===== src/rtl/ad9226_capture_ctrl.sv =====
// AD9226 capture controller: ADC clock divider, sample capture FSM and stream output.
// Define AD9226_CAPTURE_LEVEL_TRIG_EN to compile in the level-crossing trigger.
module ad9226_capture_ctrl #(
    parameter int unsigned DATA_W = 12,
    parameter int unsigned CNT_W  = 16
) (
    input  logic              master_clock,
    input  logic              reset,
    input  logic [DATA_W-1:0] ad9226_data,
    input  logic              ad9226_otr,
    output logic              ad9226_clk,
    input  logic [7:0]        cfg_clk_div,
    input  logic [CNT_W-1:0]  cfg_num_samples,
`ifdef AD9226_CAPTURE_LEVEL_TRIG_EN
    input  logic [DATA_W-1:0] cfg_trig_level,
    input  logic              cfg_trig_rising,
`endif
    input  logic              start,
    input  logic              abort,
    output logic [DATA_W-1:0] m_data,
    output logic              m_otr,
    output logic              m_valid,
    input  logic              m_ready,
    output logic              m_last,
    output logic              busy,
    output logic              done,
    output logic              overflow,
    output logic [CNT_W-1:0]  otr_count
);

    localparam logic [CNT_W-1:0] CntOne = CNT_W'(1);

    typedef enum logic [1:0] {StIdle, StWaitTrig, StCapture, StDone} state_e;

    state_e              state_q, state_d;
    logic [DATA_W-1:0]   din_q;
    logic                otr_q;
    logic [7:0]          div_cnt_q, div_cnt_d;
    logic                adc_clk_q, adc_clk_d;
    logic [CNT_W-1:0]    remaining_q, remaining_d;
    logic [DATA_W-1:0]   m_data_q, m_data_d;
    logic                m_otr_q, m_otr_d;
    logic                m_valid_q, m_valid_d;
    logic                m_last_q, m_last_d;
    logic                done_q, done_d;
    logic                overflow_q, overflow_d;
    logic [CNT_W-1:0]    otr_count_q, otr_count_d;
    logic                div_wrap, strobe, trig_hit, take;

    // Divider always runs; >= keeps it from sticking if cfg_clk_div shrinks mid-count.
    always_comb begin
        div_wrap  = div_cnt_q >= cfg_clk_div;
        div_cnt_d = div_wrap ? 8'd0 : div_cnt_q + 8'd1;
        adc_clk_d = div_wrap ? ~adc_clk_q : adc_clk_q;
        strobe    = div_wrap && adc_clk_q;
    end

`ifdef AD9226_CAPTURE_LEVEL_TRIG_EN
    logic [DATA_W-1:0] prev_q, prev_d;
    logic              have_prev_q, have_prev_d;
    logic              rise_hit, fall_hit;

    always_comb begin
        rise_hit    = (prev_q < cfg_trig_level) && (cfg_trig_level <= din_q);
        fall_hit    = (prev_q >= cfg_trig_level) && (cfg_trig_level > din_q);
        trig_hit    = have_prev_q && (cfg_trig_rising ? rise_hit : fall_hit);
        prev_d      = prev_q;
        have_prev_d = have_prev_q;
        if (state_q == StIdle && start && !abort) begin
            have_prev_d = 1'b0;
        end else if (state_q == StWaitTrig && strobe) begin
            prev_d      = din_q;
            have_prev_d = 1'b1;
        end
    end

    always_ff @(posedge master_clock or posedge reset) begin
        if (reset) begin
            prev_q      <= '0;
            have_prev_q <= 1'b0;
        end else begin
            prev_q      <= prev_d;
            have_prev_q <= have_prev_d;
        end
    end
`else
    assign trig_hit = 1'b0;
`endif

    assign take = strobe && ((state_q == StCapture) || (state_q == StWaitTrig && trig_hit));

    always_comb begin
        state_d     = state_q;
        remaining_d = remaining_q;
        m_data_d    = m_data_q;
        m_otr_d     = m_otr_q;
        m_valid_d   = m_valid_q;
        m_last_d    = m_last_q;
        done_d      = 1'b0;
        overflow_d  = overflow_q;
        otr_count_d = otr_count_q;

        if (m_valid_q && m_ready) begin
            m_valid_d = 1'b0;
        end

        if (take) begin
            remaining_d = remaining_q - CntOne;
            if (otr_q && otr_count_q != '1) begin
                otr_count_d = otr_count_q + CntOne;
            end
            if (m_valid_q && !m_ready) begin
                overflow_d = 1'b1;
            end else begin
                m_data_d  = din_q;
                m_otr_d   = otr_q;
                m_valid_d = 1'b1;
                m_last_d  = (remaining_q == CntOne);
            end
            state_d = (remaining_q == CntOne) ? StDone : StCapture;
        end

        unique case (state_q)
            StIdle: begin
                if (start && !abort) begin
                    overflow_d  = 1'b0;
                    otr_count_d = '0;
                    remaining_d = cfg_num_samples;
                    state_d     = (cfg_num_samples == '0) ? StDone : StWaitTrig;
                end
            end
            StWaitTrig: begin
`ifndef AD9226_CAPTURE_LEVEL_TRIG_EN
                state_d = StCapture;
`endif
            end
            StCapture: begin
            end
            StDone: begin
                // Finish as soon as the last pending word is gone, including this cycle's handshake.
                if (!m_valid_d) begin
                    done_d  = 1'b1;
                    state_d = StIdle;
                end
            end
            default: state_d = StIdle;
        endcase

        if (abort && state_q != StIdle) begin
            state_d   = StIdle;
            m_valid_d = 1'b0;
            m_last_d  = 1'b0;
            done_d    = 1'b0;
        end
    end

    always_ff @(posedge master_clock or posedge reset) begin
        if (reset) begin
            state_q     <= StIdle;
            din_q       <= '0;
            otr_q       <= 1'b0;
            div_cnt_q   <= 8'd0;
            adc_clk_q   <= 1'b0;
            remaining_q <= '0;
            m_data_q    <= '0;
            m_otr_q     <= 1'b0;
            m_valid_q   <= 1'b0;
            m_last_q    <= 1'b0;
            done_q      <= 1'b0;
            overflow_q  <= 1'b0;
            otr_count_q <= '0;
        end else begin
            state_q     <= state_d;
            din_q       <= ad9226_data;
            otr_q       <= ad9226_otr;
            div_cnt_q   <= div_cnt_d;
            adc_clk_q   <= adc_clk_d;
            remaining_q <= remaining_d;
            m_data_q    <= m_data_d;
            m_otr_q     <= m_otr_d;
            m_valid_q   <= m_valid_d;
            m_last_q    <= m_last_d;
            done_q      <= done_d;
            overflow_q  <= overflow_d;
            otr_count_q <= otr_count_d;
        end
    end

    assign ad9226_clk = adc_clk_q;
    assign m_data     = m_data_q;
    assign m_otr      = m_otr_q;
    assign m_valid    = m_valid_q;
    assign m_last     = m_last_q;
    assign busy       = (state_q != StIdle);
    assign done       = done_q;
    assign overflow   = overflow_q;
    assign otr_count  = otr_count_q;

endmodule


===== config.mk =====
export PLATFORM = sky130hd
export DESIGN_NAME = ad9226_capture_ctrl
export DESIGN_NICKNAME = d
export VERILOG_FILES = /design/src/rtl/ad9226_capture_ctrl.sv
export SDC_FILE = /design/constraint.sdc
export NUM_CORES = 1
export LEC_CHECK = 0
export BUFFER_PORTS_ARGS = -buffer_cell sky130_fd_sc_hd__buf_2
export CORE_MARGIN = 8
export CORE_UTILIZATION = 56
export CTS_CLUSTER_SIZE = 20
export DETAILED_ROUTE_END_ITERATION = 7
export PLACE_DENSITY = 0.85
export SLEW_MARGIN = 20
export SYNTH_ARGS = -nofsm -noshare
export SYNTH_HDL_FRONTEND = slang
export SYNTH_SLANG_ARGS = --single-unit

===== constraint.sdc =====
create_clock -name master_clock -period 6.3 [get_ports master_clock]
set_input_delay 0 -clock master_clock [delete_from_list [all_inputs] [get_ports master_clock]]
set_output_delay 0 -clock master_clock [all_outputs]
set_load 0.05 [all_outputs]

==> key figures, run 1 <==
Outcome
  – Run status: finished clean

Clock tree
  – H-tree depth: 3
  – Clock insertion delay at the later pin of the skew report: 340 ps
  – Root Buffer: clkbuf_8
  – Setup bufs post-CTS: 0
  – CTS Hold Bufs: 32
  – Clock buffer depth: 2
  – CTS tree: yes
  – Number of clock sinks: 73
  – CTS resizes: 0
  – Clock transition at path regs: 80 ps
  – Cts bufs inserted: 9

Timing
  – Fin. Hold Viols: 0
  – Final setup vio count: 0
  – Relative slew slack: 31.66%
  – Pins over their slew limit: 0
  – Worst slew pin tran: 1017 ps
  – Fmax: 342.1 MHz
  – Total negative setup slack: 0 ps
  – Minimum clock period: 2923 ps
  – Worst-case clock skew: 5.555 ps
  – Worst hold slack: 43.43 ps
  – Final period utilization: 46.40%
  – Setup repair after global routing missed its margin: no

Logic synthesis
  – Most used DFF post-synth: dfrtp_1
  – Avg Cell Area, Syn: 10.39 sq um
  – Seq cells post-synth: 73
  – Post-Syn Area: 3440 sq um
  – YS warnings: 0
  – Post-synth EDFFs: 0
  – Synth async-reset ratio: 100.0%
  – Sequential area share after synthesis: 53.11%
  – Synth Instances: 331
  – Post-synthesis cell type count: 41
  – Post-synth net total: 385

Floorplan
  – Site Rows: 28
  – Chip width: 94.37 microns
  – IO Pins: 77
  – Die span in y: 94.37 microns
  – Initial Util: 58.09%
  – Die area: 8906 sq um
  – Core Area: 5921 sq um

Hold path
  – HP Class: in2reg

Cells and area
  – Ant diodes: 0
  – NumNets Final: 496
  – Fraction of layout cells with a size suffix above 1: 22.15%
  – Area added between synthesis and finish: 29.17%

Global route
  – GRT Total Usage: 20.09%
  – Global-route wire length before repair: 14180 microns
  – Vias in the first global route: 3008
  – Grt total ovfl: 0
  – Largest net degree at the start of global routing: 74
  – Initial antenna violation count: 0

Power and ir drop
  – Max IR drop VDD: 0.2528 mV
  – Sequential Power Share: 42.3%
  – Comb pwr share: 32.9%
  – Total net switching power: 643.0 uW
  – Internal power: 1.002 mW
  – Sw Share: 39.10%
  – Total power divided by cell area: 370.2 nW/um^2
  – Clock share of power: 24.8%
  – Static leakage: 2.167 nW

Drt
  – Final ANT Viol Nets: 0
  – Drt drc: 0
  – Final wirelength: 8363 microns
  – Vias/cell: 5.563
  – Via count: 2904
  – Iteration count of the initial detailed-routing pass: 4
  – DRT iter0 DRCs: 143
  – Drt wl/cell: 16.02 microns

Worst setup path
  – Crit path DAT: 3140 ps
  – CP required: 6520 ps
  – Crit. End Element: register
  – Critical path class: reg2reg
  – Worst-path cell chain: inv_1 > ha_1 > nand2b_1 > a2111oi_1 > o221ai_2 > buf_4 > nand3_1 > mux2_1
  – CP max FO: 36
  – Flop2flop setup slack: 3380 ps
  – Max incr delay on CP: 610 ps
  – Startpoint Class: register
  – Worst path slowest cell: nand3_1

Place
  – HPWL after DPL: 5700 microns
  – Global placer's final weighted congestion: 0.9091
  – Port Buffers: 76

Flow run
  – Max-cap violations: 0
==> registers in the layout (all words and copies together), names as in the netlist, 2 cells and up <==
name,cells
state_q,2
din_q,12
otr_count,16
remaining_q,16
m_data,12
div_cnt_q,8
==> critical path, delay by kind of cell (launching register included) <==
kind	cells	cell delay, ps
simple gates	2	750
fa+ha+maj	1	260
mux	1	390
buf+inv	2	330
flops	1	430
compound gates	2	630
==> final cells by class <==
cell class | count | area, sq um
well taps | 75 | 93.84
inverters | 15 | 56.30
fillers | 398 | 1478
flip-flops and latches | 73 | 1827
clock inverters | 6 | 90.09
multi-input cells | 232 | 1515
repair buffers | 111 | 723.2
clock buffers | 10 | 137.6
==> kinds of logic (layout without fill, tap and decap cells) <==
group,after synthesis,in the layout,synth area share [%]
xor+xnor,28,28,7.130
flops,73,73,53.11
fa+ha+maj,12,12,4.365
buf+inv,26,142,2.983
compound gates,37,37,6.693
mux,15,15,4.838
simple gates,140,140,20.88
==> Yosys cell counts (3+ instances only) <==
cell	instances	area share (%)
dfrtp_1	73	53
nor2_1	33	3.6
nand2_1	26	2.8
xor2_1	26	6.6
nand3_1	24	3.5
inv_1	15	1.6
mux2_1	13	4.3
nand4_1	13	2.4
ha_1	12	4.4
a21oi_1	10	1.5
clkbuf_1	9	0.98
o21ai_1	9	1.3
nor3_1	6	0.87
and3_1	5	0.91
nor4_1	5	0.91
or4_1	5	1.1
a31oi_1	4	0.73
o21ai_0	4	0.58
or3_1	4	0.73
and2_1	3	0.55
nand2b_1	3	0.55
nor2b_1	3	0.55
o211ai_1	3	0.65
==> path summary, 6_finish.rpt <==
path	start	endpoint	cells after the start
worst max register to register	div_cnt_q[0]	m_data[1]	8
max in group asynchronous	reset	remaining_q[3]	4
worst max-delay path	div_cnt_q[0]	m_data[1]	8
min in group asynchronous	reset	m_data[3]	4
worst min register to register	din_q[6]	m_data[6]	1
worst min-delay path	m_ready	m_valid	3
==> power groups by stage <==
stage / combinational [mW] / clock, mW / sequential (mW)
after floorplan: 0.264 / 0 / 0.812
after global placement: 0.503 / 0 / 0.695
after detailed placement: 0.522 / 0 / 0.702
after CTS: 0.541 / 0.415 / 0.694
after global routing: 0.592 / 0.435 / 0.716
final: 0.541 / 0.408 / 0.695
==> per-stage QoR <==
step	cell area [sq um]	util (%)	instances	power [mW]	worst slack, ps
floorplan	3440	-	331	1.076	3931
global placement	3895	65.79	474	1.198	3513
detailed placement	3895	65.79	474	1.224	3394
CTS	4443	75.04	522	1.649	3373
global route	4443	75.04	522	1.743	3152
finish	4443	75.04	522	1.645	3377
==> per-layer routing <==
layer | vias to the layer above | global-route usage [%] | wire [microns]
met5 | - | 0 | 0
met1 | 1413 | 25.03 | 3560
li1 | 1391 | - | -
met2 | 82 | 31.81 | 4141
met4 | 0 | 10.04 | 216
met3 | 18 | 5.159 | 445
==> cell usage in the layout, fill, tap and decap left out, types with 3 or more instances in the layout <==
cell type and n:
xor2_1 26, dfrtp_1 73, o21ai_0 4, o21ai_1 9
buf_4 3, nand3_1 24, a21oi_1 10, clkbuf_8 10
o211ai_1 3, buf_2 76, and2_1 3, nor3_1 6
nand2b_1 3, nand4_1 13, nor2_1 33, ha_1 12
or3_1 4, inv_1 14, a31oi_1 4, nor4_1 5
dlygate4sd3_1 32, and3_1 5, nand2_1 26, mux2_1 13
or4_1 5, nor2b_1 3
No activity file was read; power rests on OpenSTA's default activity.
==> run 2, diff against run 1 <==
--- a/config.mk
+++ b/config.mk
@@ -7,10 +7,10 @@
 export LEC_CHECK = 0
 export BUFFER_PORTS_ARGS = -buffer_cell sky130_fd_sc_hd__buf_2
 export CORE_MARGIN = 8
-export CORE_UTILIZATION = 56
+export CORE_UTILIZATION = 49
 export CTS_CLUSTER_SIZE = 20
 export DETAILED_ROUTE_END_ITERATION = 7
-export PLACE_DENSITY = 0.85
+export PLACE_DENSITY = 0.79
 export SLEW_MARGIN = 20
 export SYNTH_ARGS = -nofsm -noshare
 export SYNTH_HDL_FRONTEND = slang
==> constraint.sdc (replaced) <==
create_clock -name master_clock -period 2.48 [get_ports master_clock]
set_input_delay 0 -clock master_clock [delete_from_list [all_inputs] [get_ports master_clock]]
set_output_delay 0 -clock master_clock [all_outputs]
set_load 0.05 [all_outputs]
==> key figures, run 2 (synthesis gave the netlist of run 1 again) <==
Timing
  – Pins over their slew limit: 0 (unchanged)
  – Fmax: 418.2 MHz (+22%)
  – Minimum clock period: 2391 ps (-531.9 ps)
  – Final setup vio count: 0 (unchanged)
  – Worst-case clock skew: 5.206 ps (-0.3491 ps)
  – Total negative setup slack: 0 ps (unchanged)
  – Relative slew slack: 62.84% (+31 points)
  – Worst slew pin tran: 556.5 ps (-460.7 ps)
  – Final period utilization: 96.43% (+50 points)
  – Fin. Hold Viols: 0 (unchanged)

Cells and area
  – Ant diodes: 0 (unchanged)
  – Commonest non-fill, non-tap cell in the layout: buf_2
  – Register area: 1827 sq um (unchanged)
  – NumNets Final: 513 (+3.4%)
  – Fraction of layout cells with a size suffix above 1: 25.22% (+3.1 points)
  – Most frequent cells in the layout: buf_2 (76), dfrtp_1 (73), nor2_1 (33), dlygate4sd3_1 (33), xor2_1 (26)
  – Multi-input logic area: 1546 sq um (+2.1%)
  – Area added between synthesis and finish: 34.45%
  – Final-layout fill cell count: 530 (+33%)
  – Non-Filler Instances: 560 (+7.3%)

Clock tree
  – Clock buffer depth: 2 (unchanged)
  – Clock insertion delay at the later pin of the skew report: 340 ps (about the same)
  – CTS tree: yes
  – Clock transition at path regs: 80 ps (about the same)
  – Number of clock sinks: 73 (unchanged)
  – H-tree depth: 3 (unchanged)
  – Root Buffer: clkbuf_8
  – Cts bufs inserted: 9 (unchanged)

Drt
  – Drt wl/cell: 15.29 microns (-4.6%)
  – Drt drc: 0 (unchanged)
  – DRT iter0 DRCs: 140 (-2.1%)
  – Via count: 2964 (+2.1%)
  – Iteration count of the initial detailed-routing pass: 5 (+1)
  – Final ANT Viol Nets: 0 (unchanged)
  – Final wirelength: 8563 microns (+2.4%)
  – Vias/cell: 5.293 (-4.9%)

Power and ir drop
  – Max IR drop VDD: 0.6158 mV (+140%)
  – Static leakage: 2.244 nW (+3.5%)
  – Total power divided by cell area: 899.0 nW/um^2 (+140%)
  – Total Power: 4.157 mW (+150%)

Worst setup path
  – Crit. End Element: register
  – Startpoint Class: register
  – Critical path class: reg2reg
  – CP max FO: 11 (-69%)
  – R2r worst-path depth: 8 (unchanged)
  – CP required: 2740 ps (-3780 ps)
  – Crit path DAT: 2650 ps (-490 ps)

Global route
  – Initial antenna violation count: 0 (unchanged)
  – Grt total ovfl: 0 (unchanged)
  – Largest net degree at the start of global routing: 49 (-34%)
  – GRT Total Usage: 17.88% (-2.2 points)
  – Vias in the first global route: 2987 (-0.70%)
  – Global-route wire length before repair: 14170 microns (about the same)

Floorplan
  – Die span in y: 99.78 microns (+5.7%)
  – Core Area: 6794 sq um (+15%)
  – IO Pins: 77 (unchanged)
  – Die area: 9956 sq um (+12%)
  – Chip width: 99.78 microns (+5.7%)
  – Site Rows: 30 (+7.1%)
  – Initial Util: 50.63% (-7.5 points)

Outcome
  – Run status: finished clean

Place
  – Dpl cells: 503 (+6.1%)
  – Global placer's final weighted congestion: 0.8518 (-6.3%)
  – Port Buffers: 76 (unchanged)
  – HPWL after DPL: 5698 microns (about the same)

Flow run
  – Max-cap violations: 0 (unchanged)

Hold path
  – HP Class: in2async
==> run 2: area by class of cell <==
type                    instances  share of cell area [%]
well taps                      96                   2.597
flip-flops and latches         73                   39.50
repair buffers                128                   19.35
inverters                      15                   1.218
clock inverters                 6                  0.9199
multi-input cells             232                   33.44
clock buffers                  10                   2.976
==> run 2: what timing repair did <==
| action | 4_1_cts | 5_1_grt |
|---|---|---|
| hold buffers | 33 | 0 |
| resized for setup | 0 | 5 |
| setup buffers | 0 | 8 |
| endpoints found under the hold margin | 57 | 0 |
| setup endpoints to repair | 0 | 16 |
==> run 2: path summary, 6_finish.rpt <==
check	slack [ps]	end	from
min in group master_clock	290	din_q[7]	ad9226_data[7]
min	260	m_data[1]	reset
max reg2reg	90	remaining_q[11]	div_cnt_q[5]
max	90	remaining_q[11]	div_cnt_q[5]
max in group asynchronous	1570	otr_count[12]	reset
min reg2reg	460	m_data[4]	din_q[4]
==> run 2: through the flow <==
stage               cell area [sq um]  setup slack [ps]  util [%]  hold WS [ps]
finish                           4624             88.62     68.07         264.2
global route                     4624            -6.812     68.07         272.7
CTS                              4529             26.26     66.67         252.6
detailed placement               4019             65.39     59.15         80.64
global placement                 4019             140.5     59.15         66.97
floorplan                        3440             110.7         -         31.43
==> run 2: critical path, stage by stage (launching register included) <==
cell and delay [ps]:
dfrtp_1 430, ha_1 320, nand2_1 60, a211o_1 300, o221ai_4 280, buf_12 170
nand4_1 120, or4_1 440, a31oi_1 180
==> run 2: report_power, final <==
part | leakage, nW | switching [mW] | internal [mW] | total, mW
sequential | 0.931 | 0.248 | 1.49 | 1.74
clock | 0.0887 | 0.457 | 0.392 | 0.849
combinational | 1.22 | 0.989 | 0.582 | 1.57
total | 2.24 | 1.69 | 2.46 | 4.16
==> run 2: per-layer routing <==
layer	vias up	wire, microns	GRT usage [%]	share of wire, %
met5	-	0	0	0
met4	0	138	6.286	1.6
met3	15	588	5.606	6.9
met2	104	4168	28.73	49
met1	1422	3668	22.12	43
li1	1423	-	-	-
